--- src/rtl/pc_fetch_unit.sv ---
// -----------------------------------------------------------------------------
// pc_fetch_unit
//
// Program counter and instruction-fetch sequencer. Holds the PC, presents it
// to instruction memory over a valid/ready handshake, and picks the next PC
// (PC+1 or a jump target) each time a fetch is accepted. A jump that arrives
// when no fetch is accepted is parked in a one-entry pending buffer and is
// applied at the next accept.
//
// Parameters
//   WIDTH       address width in bits
//   RESET_ADDR  PC value loaded on reset
//
// Ports
//   clk          in   clock, rising edge
//   rst_n        in   asynchronous active-low reset
//   en           in   run enable
//   jmp_valid    in   single-cycle jump request strobe
//   jmp_addr     in   jump target (meaningful when jmp_valid=1)
//   fetch_valid  out  a fetch address is presented
//   fetch_addr   out  address being fetched (the current PC)
//   fetch_ready  in   memory accepts the fetch this cycle
//   jmp_pending  out  a buffered jump is waiting to be applied
//   busy         out  sequencer is in ISSUE
// -----------------------------------------------------------------------------
module pc_fetch_unit #(
    parameter int               WIDTH      = 16,
    parameter logic [WIDTH-1:0] RESET_ADDR = '0
) (
    input  logic             clk,
    input  logic             rst_n,
    input  logic             en,
    input  logic             jmp_valid,
    input  logic [WIDTH-1:0] jmp_addr,
    output logic             fetch_valid,
    output logic [WIDTH-1:0] fetch_addr,
    input  logic             fetch_ready,
    output logic             jmp_pending,
    output logic             busy
);

    typedef enum logic {
        IDLE  = 1'b0,
        ISSUE = 1'b1
    } state_t;

    state_t           state_q, state_d;
    logic [WIDTH-1:0] pc_q, pc_d;
    logic [WIDTH-1:0] pend_addr_q, pend_addr_d;
    logic             pend_q, pend_d;

    logic             accept;
    logic             jmp_taken;
    logic [WIDTH-1:0] jmp_tgt;
    logic [WIDTH-1:0] pc_inc;
    logic [WIDTH-1:0] pc_sel;

    assign accept = (state_q == ISSUE) && fetch_ready;

    // A fresh jump in the accepting cycle outranks a buffered one.
    assign jmp_taken = jmp_valid || pend_q;
    assign jmp_tgt   = jmp_valid ? jmp_addr : pend_addr_q;
    assign pc_inc    = pc_q + WIDTH'(1);   // all-ones wraps to zero

    // Next-PC is a per-bit 2:1 select; sel = jump taken.
    generate
        for (genvar gi = 0; gi < WIDTH; gi++) begin : g_pc_mux
            assign pc_sel[gi] = jmp_taken ? jmp_tgt[gi] : pc_inc[gi];
        end
    endgenerate

    always_comb begin
        state_d     = state_q;
        pc_d        = pc_q;
        pend_d      = pend_q;
        pend_addr_d = pend_addr_q;

        case (state_q)
            IDLE: begin
                if (en) state_d = ISSUE;
            end
            ISSUE: begin
                // Without an accept the presented fetch is held, whatever en does.
                if (fetch_ready) begin
                    state_d = en ? ISSUE : IDLE;
                    pc_d    = pc_sel;
                    pend_d  = 1'b0;
                end
            end
            default: state_d = IDLE;
        endcase

        // A jump that cannot be applied this cycle is buffered; newest wins.
        if (jmp_valid && !accept) begin
            pend_d      = 1'b1;
            pend_addr_d = jmp_addr;
        end
    end

    always_ff @(posedge clk or negedge rst_n) begin
        if (!rst_n) begin
            state_q     <= IDLE;
            pc_q        <= RESET_ADDR;
            pend_q      <= 1'b0;
            pend_addr_q <= '0;
        end else begin
            state_q     <= state_d;
            pc_q        <= pc_d;
            pend_q      <= pend_d;
            pend_addr_q <= pend_addr_d;
        end
    end

    // Outputs are decoded from registered state only.
    assign fetch_valid = (state_q == ISSUE);
    assign busy        = (state_q == ISSUE);
    assign fetch_addr  = pc_q;
    assign jmp_pending = pend_q;

endmodule
--- config.mk ---
export PLATFORM = sky130hd
export DESIGN_NAME = pc_fetch_unit
export DESIGN_NICKNAME = d
export VERILOG_FILES = /design/src/rtl/pc_fetch_unit.sv
export SDC_FILE = /design/constraint.sdc
export NUM_CORES = 1
export LEC_CHECK = 0
export ABC_AREA = 1
export CAP_MARGIN = 5
export CORE_MARGIN = 8
export CORE_UTILIZATION = 45
export CTS_BUF_LIST = sky130_fd_sc_hd__clkbuf_8 sky130_fd_sc_hd__clkbuf_16
export DETAILED_ROUTE_END_ITERATION = 7
export GPL_TIMING_DRIVEN = 0
export PLACE_DENSITY = 0.72
export RECOVER_POWER = 50
export REMOVE_ABC_BUFFERS = 1
export SLEW_MARGIN = 30
export SYNTH_ARGS = -nofsm -noshare
export SYNTH_HDL_FRONTEND = slang
export SYNTH_SLANG_ARGS = --single-unit
--- constraint.sdc ---
create_clock -name clk -period 1.1 [get_ports clk]
set_input_delay 0.165 -clock clk [delete_from_list [all_inputs] [get_ports clk]]
set_output_delay 0.165 -clock clk [all_outputs]
set_load 0.02 [all_outputs]
# Word level (Yosys, flattened, before mapping)
# Cells that the tools add are included.
# classes
n_addsub,1
mux,23
bitwise,1
reduce_logical,8
# op_table
cell,count
$mux 1,21
$add 16x1->16 const B,1
$mux 16,1
$reduce_and 2->1,2
$reduce_bool 2->1,2
$logic_and 1x1->1,2
$pmux 1 s2,1
$logic_not 1->1,1
$logic_or 1x1->1,1
$not 1->1,1
# word_totals
register_bits,34
in_bits,21
output_inout_bits,19
elab_cells,37

# Logic depth before layout (Yosys ltp)
# depth
ltp_word,5
depth_mapped,8
depth_no_buf,8

# Worst setup path after synthesis
# OpenSTA, ideal clock, no wires.
# synth_path
path_type,reg2reg
startpoint,register pc_q[1] (netlist: fetch_addr[1])
endpoint,register pc_q[12] (netlist: fetch_addr[12])
setup_ns,0.073
arrival_ns,1.332
t_required_ns,1.027
path_slack_ns,-0.305
path_stages_with_launch,8
path_buffers,0
synth_period_minus_slack_ns,1.405
cell_sequence,dfrtp_1 ha_1 nand3_2 nor2_2 nand2_1 nand2_1 nand3_2 a21oi_2
# synth_via
elab_chain_cells,2
# synth_rtl
element,line_no,text
from (decl),48,"logic [WIDTH-1:0] pc_q, pc_d;"
from (signal assigned),108,pc_q <= pc_d;
$add 16x1->16,63,assign pc_inc = pc_q + WIDTH'(1);
$mux 1,68,assign pc_sel[gi] = jmp_taken ? jmp_tgt[gi] : pc_inc[gi];
# No other way between the ends.
# A chain may end at the register's enable or synchronous reset.

# Worst setup path in the final report
# layout_path
startpoint,register pc_q[1] (netlist: fetch_addr[1])
endpoint,register pc_q[9] (netlist: fetch_addr[9])
# The elaborated chain is that of the path after synthesis.

==> results.md <==
* Via count at 2182
* Hold Crit Class: in2async
* Max_cap viols at 0
* FF-to-FF path depth at 7
* Worst-path clk slew at 0.07 ns
* Netlist Area Pre-Place at 0.001962 sq mm
* Die W at 82.03 microns
* Top post-synthesis cells by count: nand2_1 (55), dfrtp_1 (34), inv_1 (33)
* Relative slew margins at 0.7277
* Post-Synth Simple-Gate Area at 0.2443
* Share of the synthesized area in the top cell type at 0.4337
* Avg Vias per Cell at 5.441
* Clk Latency, worst-skew pair at 0.30 ns
* Buf+Inv Stages, Crit Path at 1
* VDD IR max at 1154 uV
* Initial antenna violation count at 0
* Routability cong. at 0.8117
* Status: finished, violations left
* Clk_skew at 0.003599 ns
* Crit path kind: reg2reg
* Slowest cell on crit path: dfrtp_1
* Most common cell in the netlist: nand2_1
* Area Overhead vs Synth at 59.38%
* Largest net degree at the start of global routing at 23
* YS warnings at 0
* Main synth FF type: dfrtp_1
* CTS Buf Count at 5
* Number of global-route vias before repair at 1889
* Fillers at 325
* Failing checks: setup timing
* Top-Level Pins at 40
* Compound-Gate Fraction of Synth Area at 0.1996
* CP top delay family: flip-flops
* Total track usage at 0.1754
* Die height at 82.03 microns
* Register area share after synthesis at 0.4337
* Initial Utilization at 0.4601
* Final period demand of the worst path at 1.323 ns
* Ys async rst share at 1.000
* Startpoint Class: flop
* # rows at 24
* Layout cells sized above 1 at 0.4241
* Worst Setup End Kind: flop
* Slowest stage delay, CP at 0.43 ns
* Core area at 0.004264 sq mm
* Post-synthesis xor/xnor area fraction at 0.008929
* Root Driver: clkbuf_8
* Worst R2R Start: fetch_addr[1]
* Worst slack at placement at -1.748 ns
* Distinct cells, synth at 25
* Post-route DRC at 0
* Number of synthesized flops with an enable pin at 0
* ANT cells at 0
* Worst-path fanout max at 3
* Unrepaired setup endpoints after global routing: yes
* Post-synthesis mux area share at 0.005740
* 1st-iter DRT viols at 142
* LEAKAGE at 1.441 nW
* Port Buffers at 39
* Hold Slack at 0.3225 ns
* Congestion Overflow GR at 0
* Worst Path Required at 1.32 ns
* DR WL/cell at 16.78 microns
* Cell taking the most area after synthesis: dfrtp_1
* Fmax at 756.1 MHz
* Slew Limit Fails at 0
* PnR worst setup slack at -0.2225 ns
* Largest family of logic cells by synthesized area: simple AND/OR/NAND/NOR gates
* Flop2flop setup slack at -0.22 ns
* Clk sink count at 34
* Pwr per Cell Area at 1434 mW/mm^2
* Die Area at 0.006729 sq mm
* WL final at 6730 microns
* TritonCTS clock tree: done
* Drt pass-1 iters at 4
* Post-Syn Area per Cell at 7.293 sq um
* # setup viols final at 35
* Top area cells in the synthesized netlist: dfrtp_1 (43%), nand2_1 (11%), a21oi_1 (7.7%), o21ai_0 (7.7%), inv_1 (6.3%)
* Reg2reg end: fetch_addr[9]
* DRT antenna net count at 0
* Clock Tree Buf Depth at 2
* Crit-path cells: buf_6 > nand2_4 > nor2_4 > nand2_2 > o21bai_1 > nand3_1 > a21oi_1
* Adder-Cell Fraction of Synth Area at 0.006378
* First-pass GRT wire length at 9108 microns
* Period Utilization, post-route at 1.202
* Cells after Synth at 269
* Final hold viol count at 0
* H-tree lvl count at 2
* Worst-Margin Slew at 0.4085 ns
* Arrival time at the worst endpoint at 1.55 ns
* Nets at 371
* Post-synthesis register bit count at 34
* Post-DP HPWL at 3292 microns
-- per-stage QoR --
stage	total power [mW]	area [sq um]	setup TNS [ns]	utilization	instances
after global routing	4.705	3127	-5.806	0.7333	401
after floorplan	2.371	1902	-21.39	-	257
after CTS	3.952	2744	-2.007	0.6435	384
final	4.484	3127	-3.699	0.7333	401
after global placement	2.866	2357	-85.30	0.5528	348
after detailed placement	2.908	2382	-47.28	0.5587	349
-- sequential cells by signal, summed over array words and instances, names as in the netlist --
register	flops
pend_addr_q	16
jmp_pending	1
busy	1
fetch_addr	16
-- worst max path at each step --
stage	from	to	slack (ns)	cells after the start
after global routing	fetch_addr[1]	fetch_addr[9]	-0.32	7
after CTS	fetch_addr[0]	fetch_addr[14]	-0.17	7
after floorplan	jmp_pending	fetch_addr[6]	-0.91	5
after global placement	jmp_valid	fetch_addr[6]	-2.25	6
final	fetch_addr[1]	fetch_addr[9]	-0.22	7
after detailed placement	jmp_valid	fetch_addr[6]	-1.75	6
-- metal layers --
metal / GRT usage / wire, microns
met1: 0.2270 / 2714
met2: 0.2818 / 3328
met3: 0.04814 / 494
met4: 0.04561 / 193
met5: 0 / 0
-- where the power goes --
group / internal (mW) / switching [mW]
clock: 0.418 / 0.475
combinational: 0.857 / 1.04
sequential: 1.46 / 0.240
total: 2.73 / 1.75
-- kinds of logic after synthesis --
kind of cell,Yosys count
and+or+nand+nor,109
AOI/OAI and AO/OA,73
adders and majority gates,1
xor gates and xnor gates,2
muxes,1
buffers and inverters,49
DFF,34
-- placed cells by master, fill, tap and decap left out, types with 3 or more instances in the layout --
cell type and instances:
a21oi_1 18, a21oi_2 14, a22oi_1 3, a31oi_1 3, buf_12 3, buf_2 10, buf_4 31, buf_6 16
clkbuf_8 5, clkdlybuf4s50_1 17, dfrtp_1 26, dfrtp_2 8, inv_1 33, inv_2 4, nand2_1 36, nand2_2 14
nand2_4 6, nand2_8 3, nand3_1 9, nand3_2 7, nor2_1 19, nor2_4 13, o21ai_0 14, o21ai_1 14
o21ai_2 4, o21bai_1 3
-- cell type report --
| type | instances | area [sq um] | share of cell area |
|---|---|---|---|
| clock inverters | 2 | 7.507 | 0.002401 |
| inverters | 37 | 146.4 | 0.04682 |
| repair buffers | 82 | 732.0 | 0.2341 |
| clock buffers | 5 | 68.82 | 0.02201 |
| flip-flops and latches | 34 | 860.8 | 0.2753 |
| well taps | 52 | 65.06 | 0.02081 |
| multi-input cells | 189 | 1246 | 0.3986 |
-- repair_timing --
item                                   4_1_cts  5_1_grt
setup buffers                               24       18
pin swaps                                   10       22
hold buffers                                 1        0
resized for setup                          112       99
gates cloned                                 3        0
setup endpoints to repair                   52       42
endpoints found under the hold margin       15        0
No activity file was read; power rests on OpenSTA's default activity.
